==> src/rtl/fp16_pkg.sv <==
// Shared widths, constants, FSM states and the binary16 field layout for the
// FP16 adder back end.
package fp16_pkg;

  localparam int EXP_W   = 5;
  localparam int MAN_W   = 11;
  localparam int GRS_W   = 3;
  localparam int M_W     = MAN_W + GRS_W;
  localparam int EXP_MAX = 31;
  localparam int BIAS    = 15;

  typedef enum logic [2:0] {
    IDLE,
    PRE,
    NORM,
    ROUND,
    DONE
  } state_e;

  typedef struct packed {
    logic             sign;
    logic [EXP_W-1:0] exp;
    logic [MAN_W-2:0] frac;
  } fp16_t;

endpackage

==> src/rtl/fp16_rne_round.sv <==
// Combinational round-to-nearest-even, carry renormalize and binary16 pack.
// Build option: FTZ_EN flushes subnormal results to signed zero.
module fp16_rne_round
  import fp16_pkg::*;
(
  input  logic [M_W-1:0] m_i,
  input  logic [EXP_W:0] e_i,
  input  logic           s_i,
  input  logic           sub_i,
  output fp16_t          res_o,
  output logic           ovf_o,
  output logic           unf_o,
  output logic           inx_o,
  output logic           zero_o
);

  logic             up;
  logic             zsign;
  logic [MAN_W:0]   r;
  logic [MAN_W-1:0] rn;
  logic [EXP_W:0]   e_r;

  always_comb begin
    up    = m_i[2] & (m_i[3] | m_i[1] | m_i[0]);
    r     = {1'b0, m_i[M_W-1:GRS_W]} + (MAN_W+1)'(up);
    rn    = r[MAN_W] ? r[MAN_W:1] : r[MAN_W-1:0];
    e_r   = r[MAN_W] ? e_i + (EXP_W+1)'(1) : e_i;
    zsign = sub_i ? 1'b0 : s_i;

    res_o  = '0;
    ovf_o  = 1'b0;
    unf_o  = 1'b0;
    inx_o  = |m_i[2:0];
    zero_o = 1'b0;

    if (e_r >= (EXP_W+1)'(EXP_MAX)) begin
      res_o.sign = s_i;
      res_o.exp  = '1;
      ovf_o      = 1'b1;
      inx_o      = 1'b1;
    end
`ifdef FTZ_EN
    else if (!rn[MAN_W-1] && (rn != '0)) begin
      res_o.sign = zsign;
      unf_o      = 1'b1;
      inx_o      = 1'b1;
      zero_o     = 1'b1;
    end
`endif
    else begin
      // a subnormal carrying into the hidden bit picks up exp field 1 from e_r
      res_o.sign = (rn == '0) ? zsign : s_i;
      res_o.exp  = rn[MAN_W-1] ? e_r[EXP_W-1:0] : '0;
      res_o.frac = rn[MAN_W-2:0];
      unf_o      = ~rn[MAN_W-1] & inx_o;
      zero_o     = (rn == '0);
    end
  end

endmodule

==> src/rtl/fp16_normalize_round.sv <==
// FP16 adder back end: iterative left-normalize, RNE round, pack, with
// valid/ready on both sides. Build option: FTZ_EN (flush-to-zero).
module fp16_normalize_round #(
  parameter int EXP_W = 5,
  parameter int MAN_W = 11
) (
  input  logic                   clk,
  input  logic                   rst_n,
  input  logic                   in_valid,
  output logic                   in_ready,
  input  logic [MAN_W+3:0]       in_sum,
  input  logic [EXP_W-1:0]       in_exp,
  input  logic                   in_sign,
  input  logic                   in_sub,
  output logic                   out_valid,
  input  logic                   out_ready,
  output logic [EXP_W+MAN_W-1:0] out_result,
  output logic                   out_overflow,
  output logic                   out_underflow,
  output logic                   out_inexact,
  output logic                   out_zero
);
  import fp16_pkg::*;

  localparam int MW = MAN_W + GRS_W;

  state_e          state_q, state_d;
  logic [MW:0]     sum_q, sum_d;
  logic [MW-1:0]   m_q, m_d;
  logic [EXP_W:0]  e_q, e_d;
  logic            s_q, s_d, sub_q, sub_d;
  fp16_t           res_q, res_d, rnd_res;
  logic            ovf_q, ovf_d, unf_q, unf_d, inx_q, inx_d, zro_q, zro_d;
  logic            rnd_ovf, rnd_unf, rnd_inx, rnd_zro;
  logic            shift_ok;

  assign shift_ok = ~m_q[MW-1] && (m_q != '0) && (e_q > (EXP_W+1)'(1));

  always_ff @(posedge clk or negedge rst_n) begin
    if (!rst_n) state_q <= IDLE;
    else        state_q <= state_d;
  end

  always_comb begin
    state_d = state_q;
    unique case (state_q)
      IDLE:    if (in_valid) state_d = PRE;
      PRE:     state_d = NORM;
      NORM:    if (!shift_ok) state_d = ROUND;
      ROUND:   state_d = DONE;
      DONE:    if (out_ready) state_d = IDLE;
      default: state_d = IDLE;
    endcase
  end

  always_comb begin
    in_ready  = (state_q == IDLE);
    out_valid = (state_q == DONE);
  end

  always_comb begin
    sum_d = sum_q;
    m_d   = m_q;
    e_d   = e_q;
    s_d   = s_q;
    sub_d = sub_q;
    res_d = res_q;
    ovf_d = ovf_q;
    unf_d = unf_q;
    inx_d = inx_q;
    zro_d = zro_q;
    unique case (state_q)
      IDLE: if (in_valid) begin
        sum_d = in_sum;
        e_d   = {1'b0, (in_exp == '0) ? EXP_W'(1) : in_exp};
        s_d   = in_sign;
        sub_d = in_sub;
      end
      PRE: begin
        // carry out: drop one bit into sticky and bump the exponent
        if (sum_q[MW]) begin
          m_d = {sum_q[MW:2], sum_q[1] | sum_q[0]};
          e_d = e_q + (EXP_W+1)'(1);
        end else begin
          m_d = sum_q[MW-1:0];
        end
      end
      NORM: if (shift_ok) begin
        m_d = {m_q[MW-2:0], 1'b0};
        e_d = e_q - (EXP_W+1)'(1);
      end
      ROUND: begin
        res_d = rnd_res;
        ovf_d = rnd_ovf;
        unf_d = rnd_unf;
        inx_d = rnd_inx;
        zro_d = rnd_zro;
      end
      default: ;
    endcase
  end

  always_ff @(posedge clk or negedge rst_n) begin
    if (!rst_n) begin
      sum_q <= '0;
      m_q   <= '0;
      e_q   <= '0;
      s_q   <= 1'b0;
      sub_q <= 1'b0;
      res_q <= '0;
      ovf_q <= 1'b0;
      unf_q <= 1'b0;
      inx_q <= 1'b0;
      zro_q <= 1'b0;
    end else begin
      sum_q <= sum_d;
      m_q   <= m_d;
      e_q   <= e_d;
      s_q   <= s_d;
      sub_q <= sub_d;
      res_q <= res_d;
      ovf_q <= ovf_d;
      unf_q <= unf_d;
      inx_q <= inx_d;
      zro_q <= zro_d;
    end
  end

  fp16_rne_round u_round (
    .m_i    (m_q),
    .e_i    (e_q),
    .s_i    (s_q),
    .sub_i  (sub_q),
    .res_o  (rnd_res),
    .ovf_o  (rnd_ovf),
    .unf_o  (rnd_unf),
    .inx_o  (rnd_inx),
    .zero_o (rnd_zro)
  );

  assign out_result    = res_q;
  assign out_overflow  = ovf_q;
  assign out_underflow = unf_q;
  assign out_inexact   = inx_q;
  assign out_zero      = zro_q;

endmodule
==> config.mk <==
export PLATFORM = sky130hd
export DESIGN_NAME = fp16_normalize_round
export DESIGN_NICKNAME = d
export VERILOG_FILES = /design/src/rtl/fp16_pkg.sv /design/src/rtl/fp16_rne_round.sv /design/src/rtl/fp16_normalize_round.sv
export SDC_FILE = /design/constraint.sdc
export NUM_CORES = 1
export LEC_CHECK = 0
export CORE_MARGIN = 3
export CORE_UTILIZATION = 50
export CTS_CLUSTER_SIZE = 40
export DETAILED_ROUTE_END_ITERATION = 10
export PLACE_DENSITY = 0.83
export RECOVER_POWER = 100
export SYNTH_ARGS = -nofsm -noshare
export SYNTH_HDL_FRONTEND = slang
export SYNTH_SLANG_ARGS = --single-unit
==> constraint.sdc <==
create_clock -name clk -period 5.2 [get_ports clk]
set_clock_uncertainty 0.1 [all_clocks]
set_input_delay 1.3 -clock clk [delete_from_list [all_inputs] [get_ports clk]]
set_output_delay 1.3 -clock clk [all_outputs]
set_load 0.01 [all_outputs]
=== Word-level counts from Yosys, hierarchy flattened ===
Cells that the tools add are included.

* Register bits after elaboration: 60
* Bits of input ports: 26
* Output and inout bits: 22
* Word-level logic and storage cells: 70

* Add/sub/neg operators: 3
* Magnitude comparators: 2
* Eq/ne operators: 9
* Mux-type cells: 23
* Bitwise logic cells: 7
* Reduce and logical (&&, ||, !) cells: 13

{| class="wikitable"
|+ Operator list
! operator !! count
|-
| 6-bit 2-to-1 mux || 5
|-
| 14-bit 2-to-1 mux || 2
|-
| 14-bit one-hot mux with 2 select lines || 1
|-
| 6-bit one-hot mux with 3 select lines || 1
|-
| 3-bit one-hot mux with 5 select lines || 1
|-
| 14-bit nonzero test || 1
|-
| 11-bit by 1-bit adder with 12-bit output || 1
|-
| 11-bit logical NOT || 1
|-
| 11-bit 2-to-1 mux || 1
|-
| 10-bit 2-to-1 mux || 1
|-
| 5-bit 2-to-1 mux || 2
|-
| 3-bit 2-to-1 mux || 3
|-
| 2-bit != test (second input constant) || 4
|-
| 6-bit by 1-bit adder with 6-bit output (second input constant) || 1
|-
| 3-bit by 2-bit == test with 1-bit output (second input constant) || 2
|-
| 6-bit by 5-bit >= comparator with 1-bit output (second input constant) || 1
|-
| 6-bit by 1-bit greater-than comparator with 1-bit output (second input constant) || 1
|-
| 1-bit 2-to-1 mux || 6
|-
| 6-bit by 1-bit subtractor with 6-bit output (second input constant) || 1
|-
| 5-bit logical NOT || 1
|-
| 2-bit AND reduction || 2
|-
| 4-bit AND reduction || 1
|-
| 3-bit by 1-bit == test with 1-bit output (second input constant) || 1
|-
| 3-bit == test (second input constant) || 1
|-
| 10 further kinds || 15
|}

=== Logic depth before layout (Yosys ltp) ===
Gate-level depths: netlist (run 1).

* Word-level depth: 8
* Gate-level depth with buffers: 10
* Gate-level depth less buffers: 9

=== By module ===
A second synthesis (run 1) with hierarchy kept.

* Cells, all modules: 341
* Area total of the unflattened synthesis: 3540.9 um^2

{| class="wikitable"
|+ Modules (own cells, without submodules)
! module !! times used !! cells an instance !! area each (um^2) !! sequential area each (um^2)
|-
| fp16_normalize_round || 1 || 243 || 2904.0 || 1501.4
|-
| fp16_rne_round || 1 || 98 || 636.9 || 0.0
|}

=== Least setup slack after synthesis (run 1) ===
OpenSTA, ideal clock, no wires.

* Kind: input to register
* Start: in in_valid
* End: reg s_q
* Library setup time: 0.125 ns
* Arrival: 2.139 ns
* Required time: 4.975 ns
* Setup slack: 2.836 ns
* Cell stages on the path: 4
* Path buffers: 2
* Cells stage by stage: and2_1 > buf_2 > buf_2 > mux2_2

* Cells in the longest elaborated chain, start to end: 1

{| class="wikitable"
|+ Ends and longest elaborated chain
! item !! RTL line !! text
|-
| from (decl) || fp16_normalize_round.sv:9 || <nowiki>input logic in_valid,</nowiki>
|-
| 2-bit AND reduction (no source line) || -- ||
|-
| to (signal assigned) || fp16_normalize_round.sv:108 || <nowiki>s_q <= 1'b0;</nowiki>
|-
| to (signal assigned) || fp16_normalize_round.sv:119 || <nowiki>s_q <= s_d;</nowiki>
|-
| to (decl) || fp16_normalize_round.sv:31 || <nowiki>logic s_q, s_d, sub_q, sub_d;</nowiki>
|}

No other way between the ends.
A chain may end at the register's enable or synchronous reset.

=== Final worst setup path (run 1) ===
* Start: reg state_q[0]
* End: out out_valid

* Cells in the longest elaborated chain, start to end: 1

{| class="wikitable"
|+ Ends and longest elaborated chain
! item !! RTL line !! text
|-
| from (decl) || fp16_normalize_round.sv:27 || <nowiki>state_e state_q, state_d;</nowiki>
|-
| from (signal assigned) || fp16_normalize_round.sv:41 || <nowiki>else state_q <= state_d;</nowiki>
|-
| 3-bit == test || fp16_normalize_round.sv:58 || <nowiki>out_valid = (state_q == DONE);</nowiki>
|-
| to (decl) || fp16_normalize_round.sv:15 || <nowiki>output logic out_valid,</nowiki>
|}

No other way between the ends.

==> results.tsv, run 1 <==
metric	value	unit
outcome	finished, violations left	
violated checks	max-capacitance violations	
worst reg2reg path startpoint	m_q[3]$_DFFE_PN0P_	
detailed placement HPWL	4940	um
vias in the first global route	2552	
routed vias/inst	5.67	
number of instances resized during post-cts repair	0	
Num CTS Buffers	9	
overall die width	87.9	um
reg2reg path depth	7	
I/O pin cnt	48	
total power after layout	2510	uW
Mapped Area	0.00335	mm2
Syn Nets	386	
commonest non-fill, non-tap cell in the layout	dfrtp_1	
Pleak	0.00171	uW
critical path data required time	3.80	ns
Post-Synthesis Cells	355	
largest driver fanout on the critical path	10	
Avg Cell Area, Syn	9.45	um2
flop and latch count out of synthesis	60	
final weighted congestion in routability-driven placement	0.888	
total of fill cells in the finished design	559	
post-CTS setup buffer count	0	
TritonRoute pass-1 iters	4	
Initial Util	52.2	%
commonest cells after routing, fill and taps aside	dfrtp_1 (60), nand2_1 (43), nor2_1 (38), a21oi_1 (33), o21ai_0 (27)	
count of routing violations after the opening detailed-route iteration	141	
crit path from	state_q[0]$_DFFE_PN0P_	
cts hold-fix bufs	0	
CP Capture Type	primary output	
vias	2665	
cell-by-cell trace of the critical path	nor3b_1 > dlygate4sd3_1	
Hold Path Stages	1	
GRT overflow	0	
count of inserted antenna diode cells	0	
xor and xnor fraction of the mapped netlist area	2.09	%
EDFF count, synth	0	
post-synth cell types	51	
dominant synthesized flop cell	dfrtp_1	
post-synthesis share of cell area spent on full adders, half adders and majority gates	1.86	%
maximum buffer depth of the clock tree	2	
H-tree lvl count	3	
transition at the pin with the smallest max-transition slack	1.48	ns
Critical-path top delay cell	dlygate4sd3_1	
area grow syn2layout	16.4	%
critical path start-end classification	flip-flop to primary output	
final worst-path cycle share	60.7	%
fin util	60.8	%
placeable core area	0.00642	mm2
setup repair after global routing missed its margin	no	
CTS root buf	clkbuf_8	
latest clock arrival within the worst-skew pair	0.35	ns
r2r setup slk	2.17	ns
total die area	0.00773	mm2
async set-reset flop share out of synthesis	100	%
number of buffer cells added on primary ports	47	
antenna violations before repair	0	
multi-input logic area	0.00162	mm2
dominant combinational cell family by area after synthesis	simple AND/OR/NAND/NOR gates	
summed negative setup slack over all endpoints	0	ns
maximum number of pins on one net before global-route repair	61	
endpoints failing setup	0	
peak per-stage delay on the critical path	0.64	ns
share of synthesized area occupied by flip-flops and latches	44.8	%
clock transition time at the flip-flop clock pins of the worst setup and hold paths	0.07	ns
power density relative to cell area	642	mW/mm2
CTS tree	done	
fin. max-slew vios	0	
layout cell share with drive strength beyond 1	10.4	%
Core Rows	29	
final hold viol count	0	
Ys Warns	0	
number of nets in the layout	419	
Max VDD drop	0.359	mV
wire length after detailed routing	6820	um
CTS sink cnt	60	
worst hold margin	0.340	ns
DRC violations left	0	
wire length of the first global-routing pass	11700	um
height of the die	87.9	um
global routing usage summed across all routing layers	19.5	%
multiplexer share of the synthesized area	10.6	%
number of nets with antenna violations after detailed routing	0	
area fraction in and, or, nand and nor cells after synthesis	18.1	%
fraction of the mapped netlist area in compound gates	17.2	%
highest achievable clock rate	0.317	GHz
worst min-delay path category	flip-flop to flip-flop	
combined flip-flop and latch cell area	0.00150	mm2
minimum clock period	3.16	ns
launch instance of the worst min-delay path	sub_q$_DFFE_PN0P_	
slew margin rel.	1.29	%
kind of start point of the critical path	flip-flop	
average wire length per cell after detail routing	14.5	um
Maximum Capacitance Violations	1	
Arr. time, crit path	1.76	ns
==> final timing paths <==
| check | end |
|---|---|
| min in group asynchronous | sum_q[6]$_DFFE_PN0P_ |
| worst min register to register | out_result[15]$_DFFE_PN0P_ |
| worst max register to register | out_result[9]$_DFFE_PN0P_ |
| worst max-delay path | out_valid |
| worst min-delay path | out_result[15]$_DFFE_PN0P_ |
| max in group asynchronous | out_result[14]$_DFFE_PN0P_ |
==> synthesized netlist by cell type, types with 5 or more instances <==
master | count | area, um2
mux2i_1 | 13 | 130
dfrtp_1 | 60 | 1500
buf_4 | 6 | 45.0
nand3_1 | 8 | 40.0
nand4_1 | 5 | 31.3
mux2_2 | 20 | 225
o21ai_0 | 26 | 130
inv_1 | 6 | 22.5
a21oi_1 | 31 | 155
a22o_1 | 6 | 52.6
buf_2 | 11 | 55.1
nor3_1 | 6 | 30.0
clkbuf_1 | 7 | 26.3
nor2_1 | 38 | 143
nand2_1 | 43 | 161
ha_1 | 5 | 62.6
nor4_1 | 6 | 37.5
==> per-stage QoR <==
| step | setup WS, ns | cell area (um2) | instances |
|---|---|---|---|
| floorplan | 2.84 | 3350 | 355 |
| global placement | 2.13 | 3770 | 454 |
| detailed placement | 2.10 | 3770 | 454 |
| CTS | 2.02 | 3960 | 470 |
| global route | 1.77 | 3900 | 470 |
| finish | 2.04 | 3900 | 470 |
==> final cells by class <==
type                            instances  area share (%)
Multi-Input combinational cell        262            41.5
Sequential cell                        60            38.5
Timing Repair Buffer                   49            12.3
Clock buffer                           11            3.37
Tap cell                               77            2.47
Clock inverter                          5            1.35
Inverter                                6           0.577
==> worst max-delay path, delay by kind of cell (launching register included) <==
family        cells  cell delay [ns]
flops             1             0.48
simple gates      1             0.28
buf+inv           1             0.64
==> report_power, final <==
group / internal (uW) / switching, uW
combinational: 550 / 582
clock: 219 / 185
sequential: 692 / 279
total: 1460 / 1050
==> flip-flops by register name, indices dropped and copies added (netlist names) <==
signal         cells
sum_q             15
out_underflow      1
m_q               14
out_inexact        1
out_result        16
e_q                6
state_q            3
s_q                1
sub_q              1
out_overflow       1
out_zero           1
==> per-layer routing <==
metal	global-route usage, %	vias to the layer above	share of wire, %
met1	26.7	1256	49
met2	28.9	69	44
met5	0	-	0
met4	9.07	0	1.7
li1	-	1330	-
met3	5.17	10	5.3
==> kinds of logic after synthesis <==
| kind of cell | after synthesis |
|---|---|
| adders and majority gates | 5 |
| DFF | 60 |
| buffers and inverters | 33 |
| AOI/OAI and AO/OA | 89 |
| xor gates and xnor gates | 8 |
| and+or+nand+nor | 127 |
| muxes | 33 |
No activity file was read; power rests on OpenSTA's default activity.
==> run 2: changes to the inputs <==
CORE_UTILIZATION = 49   (was 50)
PLACE_DENSITY = 0.85   (was 0.83)
clock period = 2.6 ns   (was 5.2 ns; I/O delays follow)
==> run 2 against run 1 <==
  * The flow now finishes without violations
  * Worst setup slack got worse by 1.9 ns
  * Worst hold slack better by 0.0059 ns
  * Die area grew 1.9%
  * Clock power up 90%
  * Non-clock buffer count is 7 higher
  * First-iteration DRC count rose by 84%
  * Core utilization up 0.55 points
  * Sequential cell count is the same
  * Global-route usage grew 0.73 points
  * Combinational power increased by 120%
  * Critical path type unchanged
  * Critical endpoint is now in_ready
  * Largest power group unchanged
==> results.tsv, run 2 (synthesis gave the netlist of run 1 again) <==
metric	value	unit
outcome	completed	
layout cell share with drive strength beyond 1	11.8	%
Max VDD drop	0.709	mV
minimum setup slack in the final design	0.105	ns
height of the die	88.7	um
combinational group share of total power	48.0	%
antenna violations before repair	0	
placeable core area	0.00649	mm2
WHS Endpoint	out_result[15]$_DFFE_PN0P_	
Maximum Capacitance Violations	0	
clock transition time at the flip-flop clock pins of the worst setup and hold paths	0.06	ns
final hold viol count	0	
launch instance of the worst min-delay path	sub_q$_DFFE_PN0P_	
average wire length per cell after detail routing	15.2	um
capturing point of the worst reg2reg path	out_result[15]$_DFFE_PN0P_	
count of inserted antenna diode cells	0	
maximum number of pins on one net before global-route repair	38	
detailed placement HPWL	5380	um
cts hold-fix bufs	0	
post-CTS setup buffer count	0	
worst min-delay path category	flip-flop to flip-flop	
global routing usage summed across all routing layers	20.2	%
transition at the pin with the smallest max-transition slack	1.31	ns
minimum clock period	2.49	ns
Arr. time, crit path	1.74	ns
number of nets in the layout	426	
final worst-path cycle share	95.9	%
DP Worst Slack	0.220	ns
number of buffer cells added on primary ports	47	
commonest cells after routing, fill and taps aside	dfrtp_1 (60), nand2_1 (44), nor2_1 (38), a21oi_1 (32), o21ai_0 (27)	
summed negative setup slack over all endpoints	0	ns
critical path start-end classification	flip-flop to primary output	
Num CTS Buffers	9	
final weighted congestion in routability-driven placement	0.906	
sequential group share of total power	37.0	%
highest achievable clock rate	0.401	GHz
slew margin rel.	12.6	%
Initial Util	51.6	%
setup repair after global routing missed its margin	no	
TritonRoute pass-1 iters	4	
power density relative to cell area	1290	mW/mm2
Hold Path Stages	1	
power spent charging and discharging nets	2150	uW
clock share of power	14.9	%
fraction of power spent switching nets	41.8	%
CTS root buf	clkbuf_8	
vias in the first global route	2626	
wire length after detailed routing	7220	um
largest driver fanout on the critical path	10	
wire length of the first global-routing pass	12200	um
internal power summed over all cells	2990	uW
Core Rows	29	
maximum buffer depth of the clock tree	2	
reg2reg path depth	8	
critical path data required time	1.85	ns
GRT overflow	0	
DRC violations left	0	
vias	2743	
endpoints failing setup	0	
fin. max-slew vios	0	
I/O pin cnt	48	
number of instances resized during post-cts repair	0	
Pleak	0.00176	uW
r2r setup slk	0.23	ns
number of nets with antenna violations after detailed routing	0	
H-tree lvl count	3	
fin util	61.3	%
total die area	0.00787	mm2
CP Capture Type	primary output	
overall die width	88.7	um
area grow syn2layout	18.8	%
worst reg2reg path startpoint	m_q[1]$_DFFE_PN0P_	
Largest register FFs	16	
latest clock arrival within the worst-skew pair	0.34	ns
commonest non-fill, non-tap cell in the layout	dfrtp_1	
total power after layout	5140	uW
kind of start point of the critical path	flip-flop	
CTS sink cnt	60	
count of routing violations after the opening detailed-route iteration	259	
CTS tree	done	
routed vias/inst	5.77	
run 2: metal layers:
layer | share of wire, % | global-route usage (%)
met5 | 0 | 0
met3 | 4.7 | 3.35
met4 | 1.5 | 10.6
met2 | 46 | 31.5
met1 | 48 | 27.0
run 2: worst max-delay path by stage:
stage	slack, ns	from	to
detailed placement	0.22	m_q[1]$_DFFE_PN0P_	out_result[15]$_DFFE_PN0P_
global placement	0.29	m_q[1]$_DFFE_PN0P_	out_result[15]$_DFFE_PN0P_
global route	0.05	state_q[0]$_DFFE_PN0P_	in_ready
finish	0.11	state_q[0]$_DFFE_PN0P_	in_ready
floorplan	0.39	m_q[1]$_DFFE_PN0P_	out_result[15]$_DFFE_PN0P_
CTS	0.07	state_q[0]$_DFFE_PN0P_	out_valid
run 2: area by class of cell:
class,instances,area [um2]
clock buffer,11,131
clock inverter,3,40.0
fill,571,2510
inverter,6,22.5
multi-input combinational,262,1650
sequential,60,1500
tap,77,96.3
timing repair buffer,56,538
run 2: power groups by stage:
stage	Sequential (uW)	Combinational (uW)	Clock, uW
5_1_grt	1980	2770	818
3_5_place_dp	1920	2560	0
2_1_floorplan	1710	2040	0
6_report	1900	2470	768
4_1_cts	1900	2580	777
3_3_place_gp	1890	2500	0
run 2: through the flow:
| stage | instance area, um2 | hold WS [ns] | instances |
|---|---|---|---|
| final | 3980 | 0.346 | 475 |
| after global routing | 3980 | 0.384 | 475 |
| after floorplan | 3350 | 0.254 | 355 |
| after detailed placement | 3840 | 0.343 | 461 |
| after CTS | 4010 | 0.210 | 475 |
| after global placement | 3840 | 0.333 | 461 |
run 2: worst max-delay path: stages (launching register included):
cell	delay, ns
dfrtp_1	0.51
nor3_1	0.25
dlygate4sd3_1	0.63
